$ cat src/rtl/multicycle_ctrl_pkg.sv
// rtl/multicycle_ctrl_pkg.sv - shared encodings for the RV32I multi-cycle control unit and datapath
package multicycle_ctrl_pkg;

   typedef enum logic [3:0] {ADD, SUB, SLL, SLT, SLTU, XOR, SRL, SRA, OR, AND, FWD} operation_t;
   typedef enum logic {LOW, HIGH} flag_t;

   typedef enum logic [2:0] {FETCH, DECODE, EXEC, MEM, WB} ctrl_state_t;
   typedef enum logic [1:0] {A_RS1 = 2'd0, A_PC = 2'd1, A_ZERO = 2'd2} a_sel_t;
   typedef enum logic [1:0] {B_RS2 = 2'd0, B_IMM = 2'd1} b_sel_t;
   typedef enum logic [1:0] {WB_ALU = 2'd0, WB_MEM = 2'd1, WB_PC = 2'd2} wb_sel_t;
   typedef enum logic [2:0] {IMM_I = 3'd0, IMM_S = 3'd1, IMM_B = 3'd2, IMM_U = 3'd3, IMM_J = 3'd4} imm_type_t;

   typedef enum logic [3:0] {
      CL_OP, CL_OPIMM, CL_LOAD, CL_STORE, CL_BRANCH,
      CL_LUI, CL_AUIPC, CL_JAL, CL_JALR, CL_BAD
   } op_class_t;

   localparam logic [6:0] OPC_OP     = 7'b0110011;
   localparam logic [6:0] OPC_OPIMM  = 7'b0010011;
   localparam logic [6:0] OPC_LOAD   = 7'b0000011;
   localparam logic [6:0] OPC_STORE  = 7'b0100011;
   localparam logic [6:0] OPC_BRANCH = 7'b1100011;
   localparam logic [6:0] OPC_LUI    = 7'b0110111;
   localparam logic [6:0] OPC_AUIPC  = 7'b0010111;
   localparam logic [6:0] OPC_JAL    = 7'b1101111;
   localparam logic [6:0] OPC_JALR   = 7'b1100111;

   function automatic op_class_t opcode_class(input logic [6:0] opc);
      case (opc)
         OPC_OP:     return CL_OP;
         OPC_OPIMM:  return CL_OPIMM;
         OPC_LOAD:   return CL_LOAD;
         OPC_STORE:  return CL_STORE;
         OPC_BRANCH: return CL_BRANCH;
         OPC_LUI:    return CL_LUI;
         OPC_AUIPC:  return CL_AUIPC;
         OPC_JAL:    return CL_JAL;
         OPC_JALR:   return CL_JALR;
         default:    return CL_BAD;
      endcase
   endfunction

endpackage

$ cat src/rtl/multicycle_ctrl_if.sv
// rtl/multicycle_ctrl_if.sv - control bundle between the sequencer (master) and datapath/memory (slave)
interface multicycle_ctrl_if #(parameter int XLEN = 32);
   import multicycle_ctrl_pkg::*;

   logic [XLEN-1:0] instr;
   logic            mem_ready;
   flag_t           alu_z;
   operation_t      alu_op;
   a_sel_t          a_sel;
   b_sel_t          b_sel;
   imm_type_t       imm_type;
   wb_sel_t         wb_sel;
   logic            ir_we;
   logic            pc_we;
   logic            pc_src;
   logic            reg_we;
   logic            mem_req;
   logic            mem_we;
   logic            illegal;

   modport master (
      input  instr, mem_ready, alu_z,
      output alu_op, a_sel, b_sel, imm_type, wb_sel,
             ir_we, pc_we, pc_src, reg_we, mem_req, mem_we, illegal
   );

   modport slave (
      output instr, mem_ready, alu_z,
      input  alu_op, a_sel, b_sel, imm_type, wb_sel,
             ir_we, pc_we, pc_src, reg_we, mem_req, mem_we, illegal
   );

endinterface

$ cat src/rtl/multicycle_ctrl_alu_op_decode.sv
// rtl/multicycle_ctrl_alu_op_decode.sv - {opcode class, funct3, funct7[5]} to ALU operation plus illegal flag
module alu_op_decode
   import multicycle_ctrl_pkg::*;
(
   input  op_class_t  cls,
   input  logic [2:0] funct3,
   input  logic       funct7b5,
   output operation_t op,
   output logic       bad
);

   always_comb begin
      op  = ADD;
      bad = 1'b0;
      case (cls)
         CL_OP, CL_OPIMM: begin
            case (funct3)
               3'b000: if (cls == CL_OP && funct7b5) op = SUB; else op = ADD;
               3'b001: op = SLL;
               3'b010: op = SLT;
               3'b011: op = SLTU;
               3'b100: op = XOR;
               3'b101: if (funct7b5) op = SRA; else op = SRL;
               3'b110: op = OR;
               3'b111: op = AND;
               default: op = ADD;
            endcase
         end
         CL_LOAD, CL_STORE: bad = (funct3 != 3'b010);
         CL_BRANCH: begin
            // ALU reports zero on less-than, so SLT/SLTU double as the ordered compares
            case (funct3[2:1])
               2'b00:   op = SUB;
               2'b10:   op = SLT;
               2'b11:   op = SLTU;
               default: bad = 1'b1;
            endcase
         end
         CL_LUI:  op = FWD;
         CL_BAD:  bad = 1'b1;
         default: op = ADD;
      endcase
   end

endmodule

$ cat src/rtl/multicycle_ctrl.sv
// rtl/multicycle_ctrl.sv - RV32I multi-cycle sequencer: FETCH, DECODE, EXEC, MEM, WB
module multicycle_ctrl
   import multicycle_ctrl_pkg::*;
#(
   parameter int XLEN = 32
) (
   input  logic clk,
   input  logic rstN,
   multicycle_ctrl_if.master bus
);

   ctrl_state_t     state, state_nxt;
   logic            tgt, tgt_nxt;
   logic            active;
   logic [XLEN-1:0] ir;
   op_class_t       cls;
   operation_t      dec_op;
   logic            dec_bad;
   logic            illegal_enc;
   logic            taken;
   logic            ir_unused;

   assign cls         = opcode_class(ir[6:0]);
   assign illegal_enc = dec_bad || (cls == CL_OP && (ir[31] || (|ir[29:25])));
   assign taken       = ir[12] ? (bus.alu_z == LOW) : (bus.alu_z == HIGH);
   assign ir_unused   = ^{ir[24:15], ir[11:7]};

   alu_op_decode u_dec (
      .cls      (cls),
      .funct3   (ir[14:12]),
      .funct7b5 (ir[30]),
      .op       (dec_op),
      .bad      (dec_bad)
   );

   // active holds every strobe low from reset until the first edge after release
   always_ff @(posedge clk or negedge rstN) begin
      if (!rstN) begin
         state  <= FETCH;
         tgt    <= 1'b0;
         active <= 1'b0;
         ir     <= '0;
      end else begin
         state  <= state_nxt;
         tgt    <= tgt_nxt;
         active <= 1'b1;
         if (bus.ir_we) ir <= bus.instr;
      end
   end

   always_comb begin
      state_nxt    = state;
      tgt_nxt      = tgt;
      bus.alu_op   = ADD;
      bus.a_sel    = A_RS1;
      bus.b_sel    = B_RS2;
      bus.imm_type = IMM_I;
      bus.wb_sel   = WB_ALU;
      bus.ir_we    = 1'b0;
      bus.pc_we    = 1'b0;
      bus.pc_src   = 1'b0;
      bus.reg_we   = 1'b0;
      bus.mem_req  = 1'b0;
      bus.mem_we   = 1'b0;
      bus.illegal  = 1'b0;
      if (active) begin
         case (state)
            FETCH: begin
               bus.mem_req = 1'b1;
               if (bus.mem_ready) begin
                  bus.ir_we = 1'b1;
                  bus.pc_we = 1'b1;
                  state_nxt = DECODE;
               end
            end
            DECODE: begin
               if (illegal_enc) begin
                  bus.illegal = 1'b1;
                  state_nxt   = FETCH;
               end else begin
                  state_nxt = EXEC;
               end
            end
            EXEC: begin
               bus.alu_op = dec_op;
               case (cls)
                  CL_OP:    state_nxt = WB;
                  CL_OPIMM: begin bus.b_sel = B_IMM; state_nxt = WB; end
                  CL_LOAD:  begin bus.b_sel = B_IMM; state_nxt = MEM; end
                  CL_STORE: begin bus.b_sel = B_IMM; bus.imm_type = IMM_S; state_nxt = MEM; end
                  CL_LUI: begin
                     bus.a_sel = A_ZERO; bus.b_sel = B_IMM; bus.imm_type = IMM_U;
                     state_nxt = WB;
                  end
                  CL_AUIPC: begin
                     bus.a_sel = A_PC; bus.b_sel = B_IMM; bus.imm_type = IMM_U;
                     state_nxt = WB;
                  end
                  CL_JAL: begin
                     bus.a_sel = A_PC; bus.b_sel = B_IMM; bus.imm_type = IMM_J;
                     bus.pc_we = 1'b1; bus.pc_src = 1'b1;
                     state_nxt = WB;
                  end
                  CL_JALR: begin
                     bus.b_sel = B_IMM;
                     bus.pc_we = 1'b1; bus.pc_src = 1'b1;
                     state_nxt = WB;
                  end
                  CL_BRANCH: begin
                     bus.imm_type = IMM_B;
                     if (!tgt) begin
                        if (taken) tgt_nxt = 1'b1;
                        else       state_nxt = FETCH;
                     end else begin
                        // second sub-cycle: the ALU is free to form old_pc + imm B
                        bus.alu_op = ADD; bus.a_sel = A_PC; bus.b_sel = B_IMM;
                        bus.pc_we  = 1'b1; bus.pc_src = 1'b1;
                        tgt_nxt    = 1'b0;
                        state_nxt  = FETCH;
                     end
                  end
                  default: state_nxt = FETCH;
               endcase
            end
            MEM: begin
               bus.alu_op   = ADD;
               bus.b_sel    = B_IMM;
               bus.imm_type = (cls == CL_STORE) ? IMM_S : IMM_I;
               bus.mem_req  = 1'b1;
               bus.mem_we   = (cls == CL_STORE);
               if (bus.mem_ready) state_nxt = (cls == CL_STORE) ? FETCH : WB;
            end
            WB: begin
               bus.reg_we = 1'b1;
               case (cls)
                  CL_LOAD:         bus.wb_sel = WB_MEM;
                  CL_JAL, CL_JALR: bus.wb_sel = WB_PC;
                  default:         bus.wb_sel = WB_ALU;
               endcase
               state_nxt = FETCH;
            end
            default: state_nxt = FETCH;
         endcase
      end
   end

endmodule

$ cat src/flat_wrapper.sv
// flat-port wrapper written by rule: the top's interface ports become plain ports
module multicycle_ctrl_flat import multicycle_ctrl_pkg::*;
#(
   parameter int XLEN = 32
)
  (clk, rstN, bus_instr, bus_mem_ready, bus_alu_z, bus_alu_op, bus_a_sel, bus_b_sel, bus_imm_type, bus_wb_sel, bus_ir_we, bus_pc_we, bus_pc_src, bus_reg_we, bus_mem_req, bus_mem_we, bus_illegal);
  multicycle_ctrl_if #(.XLEN(XLEN)) bus_i ();
  input  logic clk;
  input  logic rstN;
  input wire logic [$bits(bus_i.instr)-1:0] bus_instr;
  input wire logic [$bits(bus_i.mem_ready)-1:0] bus_mem_ready;
  input wire logic [$bits(bus_i.alu_z)-1:0] bus_alu_z;
  output wire logic [$bits(bus_i.alu_op)-1:0] bus_alu_op;
  output wire logic [$bits(bus_i.a_sel)-1:0] bus_a_sel;
  output wire logic [$bits(bus_i.b_sel)-1:0] bus_b_sel;
  output wire logic [$bits(bus_i.imm_type)-1:0] bus_imm_type;
  output wire logic [$bits(bus_i.wb_sel)-1:0] bus_wb_sel;
  output wire logic [$bits(bus_i.ir_we)-1:0] bus_ir_we;
  output wire logic [$bits(bus_i.pc_we)-1:0] bus_pc_we;
  output wire logic [$bits(bus_i.pc_src)-1:0] bus_pc_src;
  output wire logic [$bits(bus_i.reg_we)-1:0] bus_reg_we;
  output wire logic [$bits(bus_i.mem_req)-1:0] bus_mem_req;
  output wire logic [$bits(bus_i.mem_we)-1:0] bus_mem_we;
  output wire logic [$bits(bus_i.illegal)-1:0] bus_illegal;
  assign bus_i.instr = bus_instr;
  assign bus_i.mem_ready = bus_mem_ready;
  assign bus_i.alu_z = bus_alu_z;
  assign bus_alu_op = bus_i.alu_op;
  assign bus_a_sel = bus_i.a_sel;
  assign bus_b_sel = bus_i.b_sel;
  assign bus_imm_type = bus_i.imm_type;
  assign bus_wb_sel = bus_i.wb_sel;
  assign bus_ir_we = bus_i.ir_we;
  assign bus_pc_we = bus_i.pc_we;
  assign bus_pc_src = bus_i.pc_src;
  assign bus_reg_we = bus_i.reg_we;
  assign bus_mem_req = bus_i.mem_req;
  assign bus_mem_we = bus_i.mem_we;
  assign bus_illegal = bus_i.illegal;
  multicycle_ctrl #(.XLEN(XLEN)) u_core (.clk(clk), .rstN(rstN), .bus(bus_i));
endmodule
$ cat config.mk
export PLATFORM = sky130hd
export DESIGN_NAME = multicycle_ctrl_flat
export DESIGN_NICKNAME = d
export VERILOG_FILES = /design/src/rtl/multicycle_ctrl_pkg.sv /design/src/rtl/multicycle_ctrl_if.sv /design/src/rtl/multicycle_ctrl_alu_op_decode.sv /design/src/rtl/multicycle_ctrl.sv /design/src/flat_wrapper.sv
export SDC_FILE = /design/constraint.sdc
export NUM_CORES = 1
export LEC_CHECK = 0
export ABC_AREA = 1
export CAP_MARGIN = 15
export CORE_MARGIN = 2
export CORE_UTILIZATION = 40
export DETAILED_ROUTE_END_ITERATION = 10
export HOLD_SLACK_MARGIN = 0.05
export PLACE_DENSITY = 0.87
export SYNTH_ARGS = -nofsm -noshare
export SYNTH_HDL_FRONTEND = slang
export SYNTH_SLANG_ARGS = --single-unit
$ cat constraint.sdc
create_clock -name clk -period 1.8 [get_ports clk]
set_clock_uncertainty 0.2 [all_clocks]
set_input_delay 0.36 -clock clk [delete_from_list [all_inputs] [get_ports clk]]
set_output_delay 0.36 -clock clk [all_outputs]
set_load 0.02 [all_outputs]
# Word-level counts from Yosys, hierarchy flattened
# Index checks and enable logic that the tools add are counted.
dict set report classes {
  eq_ne 35
  mux 55
  bitwise 1
  reduce_logical 20
}
# operator count
set ops {}
lappend ops {{4-bit one-hot mux with 9 select lines} 1}
lappend ops {{4-bit one-hot mux with 8 select lines} 1}
lappend ops {{1-bit two-way mux} 24}
lappend ops {{3-bit one-hot mux with 4 select lines} 2}
lappend ops {{7-bit by 6-bit == test with 1-bit output (second input constant)} 3}
lappend ops {{7-bit == test (second input constant)} 3}
lappend ops {{3-bit two-way mux} 6}
lappend ops {{3-bit one-hot mux with 3 select lines} 2}
lappend ops {{4-bit by 3-bit == test with 1-bit output (second input constant)} 4}
lappend ops {{4-bit two-way mux} 4}
lappend ops {{3-bit == test (second input constant)} 5}
lappend ops {{7-bit by 5-bit == test with 1-bit output (second input constant)} 2}
lappend ops {{3-bit by 2-bit == test with 1-bit output (second input constant)} 4}
lappend ops {{2-bit two-way mux} 6}
lappend ops {{2-bit one-hot mux with 2 select lines} 3}
lappend ops {{4-bit one-hot mux with 3 select lines} 1}
lappend ops {{2-bit OR reduction} 6}
lappend ops {{4-bit by 2-bit == test with 1-bit output (second input constant)} 2}
lappend ops {{4-bit == test (second input constant)} 2}
lappend ops {{7-bit by 2-bit == test with 1-bit output (second input constant)} 1}
lappend ops {{7-bit OR reduction} 1}
lappend ops {{3-bit by 1-bit == test with 1-bit output (second input constant)} 2}
lappend ops {{3-bit logical NOT} 2}
lappend ops {{2-bit one-hot mux with 3 select lines} 1}
lappend ops {{other kinds (18)} 23}
dict set report totals {
  regBits 37
  inputBits 36
  out_inout_bits 20
  wordCells 115
}

# Longest topological paths before layout
dict set report depth {
  depth_word 11
  mapped_depth 11
  ltp_nobuf 11
}

# Modules after synthesis
# Synthesis repeated with hierarchy kept, for this count alone.
dict set report hier_totals {
  cells_unflattened 221
  area_unflattened_um2 1551.5
}
# mod instances cells_each area_per_inst_um2 seq_area_each_um2
set modules_own_cells {}
lappend modules_own_cells {multicycle_ctrl 1 181 1361.3 550.5}
lappend modules_own_cells {alu_op_decode 1 40 190.2 0.0}

# Least setup slack after synthesis
# No wires, ideal clock.
dict set report synth_timing {
  kind {register -> output}
  from {register u_core.state[1]}
  to {output bus_wb_sel[1]}
  arrival_ps 1783
  t_required_ps 1240
  slack_ps -543
  path_stages_with_launch 5
  path_buffers 0
  cell_sequence {dfrtp_1 -> nor2_2 -> inv_1 -> nor3_1 -> a21boi_0}
}
dict set report synth_between {
  elab_chain_len 3
}
# element line_no
set synth_lines {}
lappend synth_lines {{from (decl)} multicycle_ctrl.sv:12} ;# ctrl_state_t state, state_nxt;
lappend synth_lines {{from (signal assigned)} multicycle_ctrl.sv:44} ;# state <= state_nxt;
lappend synth_lines {{3-bit == test} multicycle_ctrl.sv:67} ;# case (state)
lappend synth_lines {{2-bit two-way mux} multicycle_ctrl.sv:67}
lappend synth_lines {{2-bit two-way mux} multicycle_ctrl.sv:66} ;# if (active) begin
lappend synth_lines {{to (decl)} flat_wrapper.sv:17} ;# output wire logic [$bits(bus_i.wb_sel)-1:0] bus_wb_sel;
# Every way passes these cells.

# Worst setup path after layout
dict set report layout_timing {
  from {register u_core.ir[6]}
  to {output bus_alu_op[0]}
}
dict set report layout_between {
  elab_chain_len 11
}
# element line_no
set layout_lines {}
lappend layout_lines {{from (decl)} multicycle_ctrl.sv:15} ;# logic [XLEN-1:0] ir;
lappend layout_lines {{from (signal assigned)} multicycle_ctrl.sv:47} ;# if (bus.ir_we) ir <= bus.instr;
lappend layout_lines {{7-bit == test, or another cell as far along} multicycle_ctrl_pkg.sv:29} ;# case (opc)
lappend layout_lines {{4-bit one-hot mux with 9 select lines *} multicycle_ctrl_pkg.sv:29}
lappend layout_lines {{4-bit logical NOT} {multicycle_ctrl_alu_op_decode.sv:15, multicycle_ctrl_alu_op_decode.sv:18}}
lappend layout_lines {{1-bit logical AND} multicycle_ctrl_alu_op_decode.sv:18} ;# 3'b000: if (cls == CL_OP && funct7b5) op = SUB; else op = ADD;
lappend layout_lines {{1-bit two-way mux} multicycle_ctrl_alu_op_decode.sv:18}
lappend layout_lines {{4-bit one-hot mux with 8 select lines} multicycle_ctrl_alu_op_decode.sv:17} ;# case (funct3)
lappend layout_lines {{4-bit one-hot mux with 3 select lines} multicycle_ctrl_alu_op_decode.sv:15} ;# case (cls)
lappend layout_lines {{4-bit two-way mux} multicycle_ctrl.sv:111} ;# if (!tgt) begin
lappend layout_lines {{4-bit two-way mux *} multicycle_ctrl.sv:86} ;# case (cls)
lappend layout_lines {{4-bit two-way mux *} multicycle_ctrl.sv:67}
lappend layout_lines {{4-bit two-way mux *} multicycle_ctrl.sv:66}
lappend layout_lines {{to (decl)} flat_wrapper.sv:13} ;# output wire logic [$bits(bus_i.alu_op)-1:0] bus_alu_op;
# Every way passes the cells marked *; elsewhere a longest branch is shown, timed or not.

==> results.sh <==
export IMPL_ff2ff_setup_slack_ns=-0.33
export IMPL_syn2layout_area_growth_pct=99.68
export IMPL_cts_tree="built"
export IMPL_setup_ws_ns=-0.7873
export IMPL_maxCapViolCount=0
export IMPL_num_rows=22
export IMPL_p_seq_share_pct=25.5
export IMPL_fin_nets=375
export IMPL_synth_net_count=257
export IMPL_wl_per_cell_um=19.20
export IMPL_crit_type="reg -> out"
export IMPL_finalHoldViolCount=0
export IMPL_portBuffers=39
export IMPL_cp_startpoint="u_core.ir[6]"
export IMPL_cts_path_max_buffers=2
export IMPL_worstPathArrival_ns=2.03
export IMPL_antenna_found_initial=0
export IMPL_dp_hpwl_mm=3.391
export IMPL_intPower_mw=1.979
export IMPL_rsz0062_at_grt="true"
export IMPL_ys_seq_elements=22
export IMPL_synth_cell_types=36
export IMPL_synth_seq_area_share_pct=35.51
export IMPL_fin_tns_setup_ns=-12.64
export IMPL_combPwrFrac_pct=61.1
export IMPL_insertion_delay_ns=0.28
export IMPL_finalMaxSlewViolations=0
export IMPL_peakVddDrop_v=0.0008631
export IMPL_startpoint_type="flip-flop"
export IMPL_mostFrequentLayoutCells="59 x nand2_1, 56 x buf_4, 36 x buf_6"
export IMPL_dieHeight_um=66.26
export IMPL_grt_max_degree=25
export IMPL_drive_gt1_share_pct=54.73
export IMPL_power_density_mw_per_mm2=1147
export IMPL_coreArea_mm2=0.003689
export IMPL_grt_pass1_wl_mm=8.997
export IMPL_final_antenna_net_count=0
export IMPL_first_pass_iters=6
export IMPL_drt_initial_drc_count=214
export IMPL_drt_wl_total_mm=7.410
export IMPL_io_pins=56
export IMPL_cts_buffers=3
export IMPL_p_sw_mw=1.572
export IMPL_cp_end_kind="output port"
export IMPL_place_gp_congestion=0.8476
export IMPL_r2r_start="u_core.ir[2]"
export IMPL_setup_viol=40
export IMPL_worstPathMaxFanout=4
export IMPL_die_area_mm2=0.004390
export IMPL_crit_end="bus_alu_op[0]"
export IMPL_syn_cell_area_mm2=0.001550
export IMPL_max_freq_mhz=386.5
export IMPL_reg2reg_depth=13
export IMPL_ys_warnings_count=0
export IMPL_clkTransAtPathRegs_ns=0.09
export IMPL_p_clk_share_pct=13.4
export IMPL_synth_area_per_cell_um2=7.015
export IMPL_period_share_pct=143.7
export IMPL_start_util_pct=42.03
export IMPL_die_w_um=66.26
export IMPL_min_path_type="in -> async"
export IMPL_track_usage_pct=26.91
export IMPL_p_sw_share_pct=44.26
export IMPL_drc=0
export IMPL_status="finished with violations"
export IMPL_p_leak_nw=1.511
export IMPL_fill_cells=199
export IMPL_via_per_inst=5.567
export IMPL_vias=2149
export IMPL_layout_commonest_cell="nand2_1"
export IMPL_first_global_vias=1944
export IMPL_holdWs_ns=0.2269
export IMPL_cts_htree_levels=1
export IMPL_cts_num_sinks=22
export IMPL_r2r_end="u_core.state[0]"
export IMPL_hold_buffers=0
export IMPL_grt_ovfl_total=0
export IMPL_antenna_cells=0
export IMPL_worstPathRequired_ns=1.24
export IMPL_violations="negative setup slack"
export IMPL_cts_root_buf="clkbuf_8"
export IMPL_finalCriticalPeriod_ns=2.587
export IMPL_syn_inst=221
==> layer usage <==
metal  GRT usage [%]  share of wire (%)  vias to the layer above
met1           32.34                 37                     1003
met5               0                  0                        -
li1                -                  -                      935
met3           3.237                7.9                       48
met2           45.50                 49                      163
met4           16.33                6.2                        0
==> cells by family (layout without fill, tap and decap cells) <==
kind of cell | after synthesis | in the layout | share of synthesized area (%)
and+or+nand+nor | 131 | 132 | 39.95
buffers and inverters | 33 | 149 | 9.685
AOI/OAI and AO/OA | 32 | 32 | 13.80
DFF | 22 | 22 | 35.51
other | 2 | 2 | 0.4844
xor gates and xnor gates | 1 | 1 | 0.5651
==> stage by stage <==
stage | utilization [%] | worst slack, ns | std cells | cell area (µm²) | total power, mW
6_report | 83.92 | -0.7873 | 386 | 3095 | 3.551
5_1_grt | 83.92 | -0.8078 | 386 | 3095 | 3.710
4_1_cts | 75.95 | -0.5612 | 372 | 2801 | 2.964
3_5_place_dp | 67.61 | -0.7010 | 351 | 2494 | 2.239
3_3_place_gp | 67.61 | -0.6659 | 351 | 2494 | 2.174
2_1_floorplan | - | -0.1167 | 221 | 1715 | 1.674
==> cells in the mapped netlist <==
master | n | share of area, %
buf_6 | 3 | 2.2
nor2_8 | 1 | 1.3
or2_2 | 1 | 0.40
inv_1 | 18 | 4.4
a41oi_1 | 1 | 0.57
nor3_2 | 1 | 0.65
nor3b_1 | 1 | 0.48
a22oi_1 | 1 | 0.48
nor3_4 | 1 | 1.0
nand2_1 | 73 | 18
buf_4 | 1 | 0.48
nor2_1 | 24 | 5.8
nand3_1 | 7 | 2.3
conb_1 | 2 | 0.48
a21oi_1 | 5 | 1.6
o21ai_1 | 4 | 1.3
o31ai_1 | 1 | 0.48
nand3_2 | 2 | 1.3
clkbuf_1 | 1 | 0.24
o211ai_1 | 1 | 0.48
a21oi_2 | 2 | 1.1
nor2_2 | 3 | 1.2
dfrtp_1 | 22 | 36
a31o_4 | 1 | 1.1
a21boi_0 | 1 | 0.48
xor2_1 | 1 | 0.57
o21ai_2 | 2 | 1.1
nand2_2 | 5 | 2.0
o21ai_0 | 10 | 3.2
nor3_1 | 4 | 1.3
o21bai_1 | 2 | 0.97
inv_2 | 10 | 2.4
a211oi_2 | 1 | 0.81
nor2_4 | 3 | 2.2
nand4_1 | 4 | 1.6
nand2_4 | 1 | 0.73
==> worst max-delay path, stage by stage, from the launching register on <==
cell,delay [ns]
dfrtp_1,0.39
inv_2,0.11
nand2_2,0.09
nor2_1,0.29
o21ai_1,0.22
inv_1,0.17
nand3_1,0.16
a21oi_4,0.19
buf_6,0.13
==> cell type report <==
class | instances | area [µm²] | share of cell area (%)
Sequential cell | 22 | 551.8 | 17.83
Tap cell | 48 | 60.06 | 1.940
Clock inverter | 1 | 30.03 | 0.9701
Multi-Input combinational cell | 167 | 1197 | 38.68
Inverter | 28 | 113.9 | 3.678
Clock buffer | 3 | 41.29 | 1.334
Timing Repair Buffer | 117 | 1101 | 35.57
==> what timing repair did <==
action | in CTS | in global routing
endpoints found under the setup margin | 39 | 40
pin swaps | 21 | 19
gates resized for setup | 137 | 48
setup buffers | 18 | 17
cloned | 1 | 2
==> state kept, by name, indices dropped and copies added, names as in the netlist <==
register       cells
u_core.ir         17
u_core.state       3
u_core.active      1
u_core.tgt         1
==> worst min path at each step <==
| stage | to |
|---|---|
| 4_1_cts | u_core.ir[31] |
| 6_report | u_core.ir[31] |
| 3_3_place_gp | u_core.ir[29] |
| 2_1_floorplan | u_core.active |
| 3_5_place_dp | u_core.ir[25] |
| 5_1_grt | u_core.active |
==> power by group through the flow <==
stage | registers, mW | logic (mW) | clock network, mW
2_1_floorplan | 0.857 | 0.818 | 0
3_3_place_gp | 0.865 | 1.31 | 0
3_5_place_dp | 0.880 | 1.36 | 0
4_1_cts | 0.875 | 1.62 | 0.467
5_1_grt | 0.918 | 2.29 | 0.499
6_report | 0.905 | 2.17 | 0.475
No activity file was read; power rests on OpenSTA's default activity.
